===== config.mk =====
export PLATFORM = sky130hd
export DESIGN_NAME = uart_status_tx
export DESIGN_NICKNAME = d
export VERILOG_FILES = /design/src/rtl/uart_status_tx.sv
export SDC_FILE = /design/constraint.sdc
export NUM_CORES = 1
export LEC_CHECK = 0
export ABC_CLOCK_PERIOD_IN_PS = 2900
export BUFFER_PORTS_ARGS = -buffer_cell sky130_fd_sc_hd__buf_2
export CORE_MARGIN = 2
export CORE_UTILIZATION = 40
export CTS_BUF_LIST = sky130_fd_sc_hd__clkbuf_8 sky130_fd_sc_hd__clkbuf_16
export CTS_CLUSTER_SIZE = 12
export DETAILED_ROUTE_END_ITERATION = 16
export PLACE_DENSITY = 0.66
export SLEW_MARGIN = 25
export SYNTH_ARGS = -nofsm -noshare
export SYNTH_HDL_FRONTEND = slang
export SYNTH_SLANG_ARGS = --single-unit

===== constraint.sdc =====
create_clock -name Pclk -period 2.9 [get_ports Pclk]
set_input_delay 0.58 -clock Pclk [delete_from_list [all_inputs] [get_ports Pclk]]
set_output_delay 0.58 -clock Pclk [all_outputs]
set_load 0.01 [all_outputs]

===== src/rtl/uart_status_tx.sv =====
// uart_status_tx: byte FIFO feeding a UART transmitter, all on Pclk.
// Default frame is 8N1. Define UART_STATUS_TX_PARITY_EN to insert an even
// parity bit between the last data bit and the stop bit (8E1).
// Each frame is loaded straight out of the FIFO, so a push never disturbs
// the byte already on the line.
module uart_status_tx #(
  parameter int CLKS_PER_BIT = 217,
  parameter int FIFO_AW      = 2
) (
  input  logic       Pclk,
  input  logic       RESET,
  input  logic       wr_en,
  input  logic [7:0] wr_data,
  output logic       full,
  output logic       empty,
  output logic       overflow,
  output logic       busy,
  output logic       TX
);

  localparam int                 DEPTH     = 1 << FIFO_AW;
  localparam logic [FIFO_AW:0]   CNT_FULL  = {1'b1, {FIFO_AW{1'b0}}};
  localparam logic [FIFO_AW:0]   CNT_ZERO  = '0;
  localparam logic [FIFO_AW-1:0] PTR_ONE   = FIFO_AW'(1);
  localparam logic [FIFO_AW:0]   CNT_ONE   = (FIFO_AW + 1)'(1);
  localparam logic [15:0]        BAUD_LAST = 16'(CLKS_PER_BIT - 1);

  typedef enum logic [2:0] {
    S_IDLE,
    S_START,
    S_DATA,
    S_STOP
`ifdef UART_STATUS_TX_PARITY_EN
    , S_PARITY
`endif
  } state_t;

  // FIFO storage and bookkeeping
  logic [7:0]         mem_q [DEPTH];
  logic [FIFO_AW-1:0] wr_ptr_q, rd_ptr_q;
  logic [FIFO_AW:0]   count_q, count_d;
  logic               full_q, empty_q, ovf_q;
  logic               push, pop;

  // Transmitter state
  state_t      state_q, state_d;
  logic [15:0] baud_q, baud_d;
  logic [2:0]  bit_q, bit_d;
  logic [7:0]  data_q, data_d;
  logic        tx_q, tx_d;
  logic        busy_q, busy_d;
  logic        bit_end;

  // full is the pre-edge flag, so a push while full is dropped even when a
  // pop happens on the same edge.
  assign push    = wr_en & ~full_q;
  assign bit_end = (baud_q == BAUD_LAST);

  // Occupancy next-state; full/empty are registered from it.
  always_comb begin
    count_d = count_q;
    case ({push, pop})
      2'b10:   count_d = count_q + CNT_ONE;
      2'b01:   count_d = count_q - CNT_ONE;
      default: count_d = count_q;
    endcase
  end

  // FIFO control registers; reset discards contents by clearing pointers.
  always_ff @(posedge Pclk or negedge RESET) begin
    if (!RESET) begin
      wr_ptr_q <= '0;
      rd_ptr_q <= '0;
      count_q  <= '0;
      full_q   <= 1'b0;
      empty_q  <= 1'b1;
      ovf_q    <= 1'b0;
    end else begin
      if (push) wr_ptr_q <= wr_ptr_q + PTR_ONE;
      if (pop)  rd_ptr_q <= rd_ptr_q + PTR_ONE;
      count_q <= count_d;
      full_q  <= (count_d == CNT_FULL);
      empty_q <= (count_d == CNT_ZERO);
      ovf_q   <= ovf_q | (wr_en & full_q);
    end
  end

  // Data-only storage: FIFO entries and the byte in flight need no reset.
  always_ff @(posedge Pclk) begin
    if (push) mem_q[wr_ptr_q] <= wr_data;
    data_q <= data_d;
  end

  // Transmit FSM next-state and line value; TX is registered from tx_d.
  always_comb begin
    state_d = state_q;
    baud_d  = baud_q + 16'd1;
    bit_d   = bit_q;
    data_d  = data_q;
    tx_d    = tx_q;
    busy_d  = busy_q;
    pop     = 1'b0;
    case (state_q)
      S_IDLE: begin
        tx_d   = 1'b1;
        busy_d = 1'b0;
        baud_d = '0;
        if (!empty_q) begin
          pop     = 1'b1;
          data_d  = mem_q[rd_ptr_q];
          tx_d    = 1'b0;
          busy_d  = 1'b1;
          state_d = S_START;
        end
      end
      S_START: begin
        if (bit_end) begin
          baud_d  = '0;
          bit_d   = 3'd0;
          tx_d    = data_q[0];
          state_d = S_DATA;
        end
      end
      S_DATA: begin
        if (bit_end) begin
          baud_d = '0;
          if (bit_q == 3'd7) begin
`ifdef UART_STATUS_TX_PARITY_EN
            tx_d    = ^data_q;
            state_d = S_PARITY;
`else
            tx_d    = 1'b1;
            state_d = S_STOP;
`endif
          end else begin
            bit_d = bit_q + 3'd1;
            tx_d  = data_q[bit_q + 3'd1];
          end
        end
      end
`ifdef UART_STATUS_TX_PARITY_EN
      S_PARITY: begin
        if (bit_end) begin
          baud_d  = '0;
          tx_d    = 1'b1;
          state_d = S_STOP;
        end
      end
`endif
      S_STOP: begin
        if (bit_end) begin
          baud_d = '0;
          // Chain straight into the next start bit when data is waiting.
          if (!empty_q) begin
            pop     = 1'b1;
            data_d  = mem_q[rd_ptr_q];
            tx_d    = 1'b0;
            state_d = S_START;
          end else begin
            tx_d    = 1'b1;
            busy_d  = 1'b0;
            state_d = S_IDLE;
          end
        end
      end
      default: begin
        baud_d  = '0;
        tx_d    = 1'b1;
        busy_d  = 1'b0;
        state_d = S_IDLE;
      end
    endcase
  end

  // Transmit FSM registers; reset forces the line idle at once.
  always_ff @(posedge Pclk or negedge RESET) begin
    if (!RESET) begin
      state_q <= S_IDLE;
      baud_q  <= '0;
      bit_q   <= '0;
      tx_q    <= 1'b1;
      busy_q  <= 1'b0;
    end else begin
      state_q <= state_d;
      baud_q  <= baud_d;
      bit_q   <= bit_d;
      tx_q    <= tx_d;
      busy_q  <= busy_d;
    end
  end

  assign full     = full_q;
  assign empty    = empty_q;
  assign overflow = ovf_q;
  assign busy     = busy_q;
  assign TX       = tx_q;

endmodule

==> results of run 1 <==
report_power, final:
| part | total [mW] | switching [mW] | internal [mW] |
|---|---|---|---|
| combinational | 1.05 | 0.552 | 0.502 |
| clock | 0.833 | 0.421 | 0.412 |
| sequential | 1.58 | 0.168 | 1.42 |
| total | 3.47 | 1.14 | 2.33 |
worst min path at each step:
stage,cells past startpoint,to,startpoint,slack (ns)
global placement,1,overflow,overflow,0.44
detailed placement,1,overflow,overflow,0.44
floorplan,0,baud_q[0],RESET,0.28
global route,1,baud_q[4],RESET,0.33
finish,1,baud_q[6],RESET,0.28
CTS,1,baud_q[4],RESET,0.31
layout by cell type (no fill, tap or decap), types with 7 or more instances in the layout:
cell type / count
clkbuf_8: 9
dfrtp_1: 31
nand3_1: 7
ha_1: 12
nor3_1: 7
nor2_1: 24
buf_4: 8
mux4_2: 10
xnor2_1: 15
buf_2: 15
nand2_1: 10
o21ai_0: 8
edfxtp_1: 40
inv_1: 16
logic make-up after synthesis:
logic type | after synthesis | synth area share, %
AND/OR/NAND/NOR | 74 | 12.5
adder cells (fa/ha/maj) | 14 | 5.49
multiplexers | 13 | 7.75
flip-flops | 73 | 61.0
XOR/XNOR | 18 | 4.74
buffers and inverters | 24 | 3.20
AO/OA/AOI/OAI | 26 | 5.34
per-layer routing:
metal / track usage [%] / vias up
li1: - / 934
met1: 18.4 / 942
met2: 20.4 / 29
met3: 4.51 / 7
met4: 4.83 / 0
met5: 0 / -
state kept, by name, summed over array words and instances (netlist names), 2 cells and up:
| register | cells |
|---|---|
| data_q | 8 |
| wr_ptr_q | 2 |
| mem_q | 32 |
| rd_ptr_q | 2 |
| count_q | 3 |
| baud_q | 16 |
| state_q | 2 |
| bit_q | 3 |
worst max-delay path: stages, from the launching register on:
cell     delay, ns
dfrtp_1       0.41
inv_1         0.08
ha_1          0.33
or2_2         0.37
nor2_1        0.13
ha_2          0.19
fa_1          0.40
mux2_2        0.28
or2_4         0.26
nor2b_2       0.10
area by class of cell:
| class | instances | area, um2 | area share, % |
|---|---|---|---|
| Inverter | 16 | 60.1 | 1.60 |
| Tap cell | 105 | 131 | 3.49 |
| Sequential cell | 73 | 2030 | 54.0 |
| Multi-Input combinational cell | 145 | 1200 | 31.9 |
| Clock inverter | 7 | 82.6 | 2.20 |
| Clock buffer | 9 | 124 | 3.29 |
| Timing Repair Buffer | 23 | 135 | 3.59 |
metrics by stage:
stage	utilization [%]	hold slack [ns]	total power [mW]
2_1_floorplan	-	0.284	2.36
3_3_place_gp	43.1	0.439	2.58
3_5_place_dp	43.1	0.443	2.61
4_1_cts	45.7	0.307	3.46
5_1_grt	46.2	0.332	3.71
6_report	46.2	0.285	3.47
what timing repair did:
item	CTS	global route
endpoints found under the setup margin	0	2
setup buffers	0	5
gates resized for setup	0	4
==> summary.txt, run 1 <==
Status
  – Status: finished, final reports clean

Synth
  – Post-synth net total: 267
  – Top post-synthesis cells by area: edfxtp_1, dfrtp_1, mux4_2
  – Post-synth top area cell: edfxtp_1
  – Yosys warnings: 0
  – Seq/Total Area, Yosys: 61.0%
  – Cell variety after synth: 45
  – Main synth FF type: edfxtp_1
  – Synth cell count leaders: edfxtp_1, dfrtp_1, nor2_1
  – FFs w/ async S/R, synth: 45.2%
  – Synth Register Bits: 73
  – Mapped Avg Cell Area: 13.7 um2
  – Dominant cell by count in the synthesized netlist: edfxtp_1
  – Synthesized cell area: 3330 um2
  – Synth top area share: 36.1%
  – Post-Syn Instances: 242
  – Post-synth EDFFs: 40

Worst setup path
  – Critical path type: flop to flop
  – Crit path DAT: 2.90 ns
  – Terminus of the critical flop-to-flop path: full
  – RR Startpoint: state_q[0]
  – CP Launch Type: flop
  – Crit. End Element: flop
  – Critical Path End: full
  – Crit path max fanout: 8
  – R2R cell count: 9
  – Required time of the critical path: 3.18 ns
  – Critical Path Source: state_q[0]
  – Reg2reg setup slack: 0.28 ns

Timing
  – Clk_skew: 0.0137 ns
  – Slew @ Worst Pin: 0.740 ns
  – Final worst-path cycle share: 90.5%
  – Max-slew headroom: 50.7%
  – Pins Over Slew Limit: 0
  – Worst setup margin: 0.275 ns
  – RSZ-0062 raised after global routing: no
  – Max Fclk: 381 MHz
  – Final Critical Period: 2.62 ns
  – Final hold vios: 0
  – Sum Neg Setup Slack: 0 ns
  – Setup Viol. Count Final: 0

Floorplan
  – Die Width: 95.2 um
  – Die Ht: 95.2 um
  – Io pins: 16
  – Initial Util: 40.9%
  – Num rows: 33
  – Overall die area: 9060 um2
  – Core Footprint: 8130 um2

CTS
  – Hold buffers post-CTS: 0
  – Worst-path clk slew: 0.09 ns
  – Max clock buf depth: 2
  – TritonCTS clock tree: built
  – H-tree Lvls: 3
  – CTS buffer count: 9
  – CTS root buf: clkbuf_8
  – Num Clock Sinks: 73
  – Clock Latency Late Sink: 0.35 ns

GRT
  – Grt total ovfl: 0
  – Vias in the first global route: 1,956
  – Initial antenna violation count: 0
  – Largest net degree at the start of global routing: 34
  – GR Util All Layers: 13.6%
  – First-pass GRT wire length: 9.25 mm

Finish
  – Antenna fix cells: 0
  – Post-route insts no fill: 378
  – Filler Cells Inserted: 719
  – Layout cell share with drive strength beyond 1: 23.4%
  – Design area: 3760 um2
  – Synth-to-layout area growth: 13.1%
  – Nets: 293

Route
  – Routed wire length: 5.34 mm
  – Residual DRC count: 0
  – Via count: 1,912
  – Post-DRT Antenna Nets: 0
  – 1st-pass router iterations: 4
  – DR WL/cell: 14.1 um
  – Top Metal Used: met4
  – M1 WL: 2.63 mm
  – First DRT Iteration DRCs: 118
  – Met3 WL post-DR: 193 um
  – Via density: 5.06
  – Met2 WL: 2.44 mm

Power and ir drop
  – Worst vdd ir: 0.477 mV
  – Pleak: 1.46 nW
  – PD cells: 923 nW/um2

Place
  – Final Wtd Congestion: 0.799
  – Pre-CTS setup slack: 0.115 ns
  – Post-DP HPWL: 3.62 mm
  – Buffers on Ports: 15
  – Inst Count DP: 357
  – Post-DP Area: 3510 um2

Hold path
  – Worst min path class: input pin to asynchronous set/reset pin

Flow run
  – Max Cap Viol: 0
No activity file was read; power rests on OpenSTA's default activity.
==> run 2, diff against run 1 <==
- CORE_MARGIN: 2 -> 10
==> summary.txt, run 2 (synthesized netlist as in run 1, its figures left out) <==
Timing
  – Slew @ Worst Pin: 0.710 ns
  – Final worst-path cycle share: 94.8%
  – Max Fclk: 364 MHz
  – Max-slew headroom: 52.6%
  – Clk_skew: 0.0128 ns
  – Sum Neg Setup Slack: 0 ns
  – Final hold vios: 0
  – Final Critical Period: 2.75 ns
  – Setup Viol. Count Final: 0
  – Pins Over Slew Limit: 0

Worst setup path
  – Critical path type: flop to flop
  – RR Startpoint: baud_q[0]
  – Largest stage delay, worst path: 0.42 ns
  – Crit path max fanout: 3
  – CP Launch Type: flop
  – Reg2reg setup slack: 0.15 ns
  – Critical Path End: full
  – Crit path DAT: 3.03 ns
  – Levels on crit path: 11
  – CP max-delay cell: dfrtp_1
  – Critical Path Source: baud_q[0]
  – Required time of the critical path: 3.18 ns
  – Terminus of the critical flop-to-flop path: full
  – Crit. End Element: flop
  – R2R cell count: 11
  – Delay-heaviest family, CP: simple AND/OR/NAND/NOR gates
  – Critical-path cell list: inv_1 > ha_1 > nor4b_4 > and4_4 > a21oi_1 > nor2_1 > ha_2 > fa_1 > mux2_2 > or2_2 > nor2b_2
  – Worst Path Buf+Inv: 1

Power and ir drop
  – PD cells: 921 nW/um2
  – Worst vdd ir: 0.448 mV
  – Pleak: 1.47 nW

CTS
  – TritonCTS clock tree: built
  – CTS buffer count: 9
  – Clock Latency Late Sink: 0.35 ns
  – CTS root buf: clkbuf_8
  – Max clock buf depth: 2
  – Worst-path clk slew: 0.09 ns
  – H-tree Lvls: 3
  – Num Clock Sinks: 73

Finish
  – Most flops, register: mem_q
  – Post-route insts no fill: 378
  – Nets: 293
  – Leading cell types in the layout, fill and taps excluded: edfxtp_1, dfrtp_1, nor2_1
  – Biggest regs: mem_q x32, baud_q x16, data_q x8
  – Max reg flops: 32
  – Synth-to-layout area growth: 13.1%
  – Layout cell share with drive strength beyond 1: 23.4%
  – Most common cell after layout, fill and taps aside: edfxtp_1
  – Antenna fix cells: 0
  – Finished Core Util: 46.3%

Floorplan
  – Die Ht: 111 um
  – Initial Util: 40.9%
  – Io pins: 16
  – Die Width: 111 um
  – Num rows: 33
  – Core Footprint: 8130 um2
  – Overall die area: 12,400 um2

Route
  – Post-DRT Antenna Nets: 0
  – Routed wire length: 5.50 mm
  – First DRT Iteration DRCs: 134
  – 1st-pass router iterations: 4
  – Via density: 5.05
  – DR WL/cell: 14.5 um
  – Residual DRC count: 0
  – Via count: 1,908

Place
  – Post-DP HPWL: 3.76 mm
  – Inst Count DP: 358
  – Final Wtd Congestion: 0.791
  – Buffers on Ports: 15

GRT
  – Largest net degree at the start of global routing: 34
  – First-pass GRT wire length: 9.52 mm
  – Grt total ovfl: 0
  – Vias in the first global route: 1,916
  – Initial antenna violation count: 0
  – GR Util All Layers: 9.41%

Hold path
  – Worst min path class: input pin to asynchronous set/reset pin

Flow run
  – Max Cap Viol: 0

Status
  – Status: finished, final reports clean
## run 2: cell types whose count changed in the layout (fill, tap and decap cells not counted)
cell,change
clkinv_4,+2
inv_6,-2
or2_2,+1
inv_8,+1
clkinvlp_4,-1
or2_4,-1
## run 2: layout make-up
cell class / instances / area [um2]
fill: 708 / 4370
timing repair buffer: 23 / 135
clock inverter: 7 / 86.3
sequential: 73 / 2030
tap: 105 / 131
multi-input combinational: 145 / 1200
clock buffer: 9 / 124
inverter: 16 / 60.1
## run 2: per-stage QoR
step	instance area, um2	setup WS [ns]	power [mW]	hold WS (ns)
finish	3760	0.151	3.47	0.275
floorplan	3330	0.288	2.36	0.284
CTS	3730	0.0807	3.46	0.298
global route	3760	-0.00242	3.71	0.338
detailed placement	3520	0.137	2.63	0.444
global placement	3520	0.203	2.60	0.439
## run 2: per-layer routing
metal,share of wire [%],GRT usage [%]
met5,0,0
met1,49,12.5
met4,1.1,4.63
met2,46,13.7
met3,3.9,2.71
## run 2: worst min-delay path by stage
| stage | endpoint | slack [ns] |
|---|---|---|
| floorplan | baud_q[0] | 0.28 |
| global placement | overflow | 0.44 |
| detailed placement | overflow | 0.44 |
| CTS | baud_q[4] | 0.30 |
| global route | baud_q[6] | 0.34 |
| finish | baud_q[3] | 0.27 |
## run 2: where the power goes
group	internal [mW]	switching (mW)
Combinational	0.497	0.555
Clock	0.415	0.411
Sequential	1.42	0.172
Total	2.33	1.14
## run 2: timing repair
| item | CTS | global route |
|---|---|---|
| gates resized for setup | 0 | 3 |
| setup buffers | 0 | 4 |
| endpoints found under the hold margin | 0 | 0 |
| hold buffers | 0 | 0 |
| setup endpoints to repair | 0 | 2 |
==> run 3, diff against run 2 <==
- BUFFER_PORTS_ARGS: -buffer_cell sky130_fd_sc_hd__buf_2 -> unset
- CELL_PAD_IN_SITES_DETAIL_PLACEMENT: unset -> 1
- CELL_PAD_IN_SITES_GLOBAL_PLACEMENT: unset -> 2
- DONT_BUFFER_PORTS: unset -> 1
- PLACE_DENSITY: 0.66 -> 0.81
==> summary.txt, run 3 (synthesized netlist as in run 1, its figures left out) <==
Worst setup path
  – Critical-path cell list: inv_1 > ha_1 > nor4b_4 > and4_4 > a21oi_1 > nor2_1 > ha_2 > fa_1 > mux2_2 > or2_2 > nor2b_1
  – Crit path DAT: 3.02 ns
  – Crit. End Element: flop
  – Reg2reg setup slack: 0.16 ns
  – CP Launch Type: flop
  – R2R cell count: 11
  – Largest stage delay, worst path: 0.43 ns
  – Required time of the critical path: 3.18 ns
  – Critical path type: flop to flop
  – CP max-delay cell: dfrtp_1
  – Crit path max fanout: 5

Power and ir drop
  – Clock share of power: 24.6%
  – PD cells: 940 nW/um2
  – Sw power: 1.18 mW
  – Part of the power in combinational logic: 28.6%
  – P_int: 2.28 mW
  – Seq pwr share: 46.8%
  – Sw Ratio: 34.1%
  – Worst vdd ir: 0.509 mV
  – Pleak: 1.41 nW

Finish
  – Post-route insts no fill: 361
  – Antenna fix cells: 0
  – Filler Cells Inserted: 824
  – Max reg flops: 32
  – Leading cell types in the layout, fill and taps excluded: edfxtp_1, dfrtp_1, nor2_1
  – Nets: 276
  – Finished Core Util: 45.3%
  – Synth-to-layout area growth: 10.8%
  – Layout cell share with drive strength beyond 1: 18.0%
  – Most common cell after layout, fill and taps aside: edfxtp_1
  – Most flops, register: mem_q
  – Biggest regs: mem_q x32, baud_q x16, data_q x8

CTS
  – H-tree Lvls: 3
  – CTS buffer count: 9
  – Clock Latency Late Sink: 0.35 ns
  – CTS root buf: clkbuf_8
  – Max clock buf depth: 2
  – Worst-path clk slew: 0.09 ns
  – Num Clock Sinks: 73
  – TritonCTS clock tree: built

Place
  – Buffers on Ports: 0
  – Final Wtd Congestion: 0.788
  – Inst Count DP: 342
  – Post-DP HPWL: 4.51 mm

Timing
  – Final worst-path cycle share: 94.4%
  – Clk_skew: 0.0116 ns
  – Pins Over Slew Limit: 0
  – RSZ-0062 raised after global routing: no
  – Max-slew headroom: 57.6%
  – Sum Neg Setup Slack: 0 ns
  – Setup Viol. Count Final: 0
  – Final Critical Period: 2.74 ns
  – Slew @ Worst Pin: 0.636 ns
  – Final hold vios: 0
  – Max Fclk: 365 MHz

Route
  – 1st-pass router iterations: 4
  – Via density: 5.24
  – Via count: 1,890
  – Residual DRC count: 0
  – Routed wire length: 6.49 mm
  – DR WL/cell: 18.0 um
  – Post-DRT Antenna Nets: 0
  – First DRT Iteration DRCs: 64

Floorplan
  – Io pins: 16
  – Die Ht: 111 um
  – Core Footprint: 8130 um2
  – Initial Util: 40.9%
  – Num rows: 33
  – Die Width: 111 um
  – Overall die area: 12,400 um2

GRT
  – Largest net degree at the start of global routing: 32
  – Met2 usage: 16.1%
  – Initial antenna violation count: 0
  – Busiest grt layer: met2
  – Met3 usage: 4.11%
  – GR Util All Layers: 11.0%
  – First-pass GRT wire length: 10.9 mm
  – Vias in the first global route: 2,034
  – Grt total ovfl: 0
  – Met1 track utilization from global routing: 14.4%

Flow run
  – Max Cap Viol: 0

Hold path
  – Worst min path class: input pin to asynchronous set/reset pin

Status
  – Status: finished, final reports clean
[run 3: cell types whose count changed in the layout (fill, tap and decap cells not counted)]
cell        before  now
clkinv_4         2    3
nor2b_1          1    2
buf_12           0    1
buf_4            8    5
nor2b_2          1    0
clkinvlp_4       1    0
buf_2           15    0
[run 3: area by class of cell]
type,count,area (um2),area share (%)
flip-flops and latches,73,2030,55.1
inverters,16,60.1,1.63
repair buffers,6,57.6,1.56
clock buffers,9,124,3.36
clock inverters,7,87.6,2.38
multi-input cells,145,1190,32.4
well taps,105,131,3.57
[run 3: repair_timing]
item | in CTS | in global routing
setup endpoints to repair | 0 | 2
gates resized for setup | 0 | 2
endpoints found under the hold margin | 31 | 0
hold buffers | 1 | 0
buffers inserted | 0 | 2
[run 3: final timing paths]
check | from | endpoint
min in group Pclk | wr_data[5] | mem_q[0][5]
hold reg to reg | count_q[2] | count_q[2]
hold / removal | RESET | state_q[1]
setup / recovery | baud_q[0] | full
max in group asynchronous | RESET | count_q[2]
setup reg to reg | baud_q[0] | full
[run 3: worst max-delay path: cells and delay by family (launching register included)]
kind,cells,cell delay [ns]
flip-flops,1,0.43
adder cells (fa/ha/maj),3,0.74
buffers and inverters,1,0.08
multiplexers,1,0.27
AND/OR/NAND/NOR,5,1.08
AO/OA/AOI/OAI,1,0.07
[run 3: routing by layer]
layer | up-vias | wire [um]
li1 | 897 | -
met1 | 961 | 3150
met2 | 26 | 2950
met3 | 6 | 298
met4 | 0 | 95
met5 | - | 0
[run 3: metrics by stage]
stage	hold WS (ns)	power [mW]	area (um2)	setup WS [ns]
final	0.0406	3.46	3680	0.163
after global routing	0.0338	3.71	3680	0.00854
after CTS	0.0370	3.49	3660	0.0824
after detailed placement	0.286	2.62	3430	0.131
after global placement	0.286	2.58	3430	0.180
after floorplan	0.284	2.36	3330	0.288
[run 3: power by group through the flow]
stage | registers [mW] | logic [mW] | clock network [mW]
6_report | 1.62 | 0.991 | 0.850
4_1_cts | 1.63 | 0.995 | 0.869
3_3_place_gp | 1.63 | 0.945 | 0
3_5_place_dp | 1.65 | 0.970 | 0
2_1_floorplan | 1.56 | 0.807 | 0
5_1_grt | 1.66 | 1.14 | 0.912
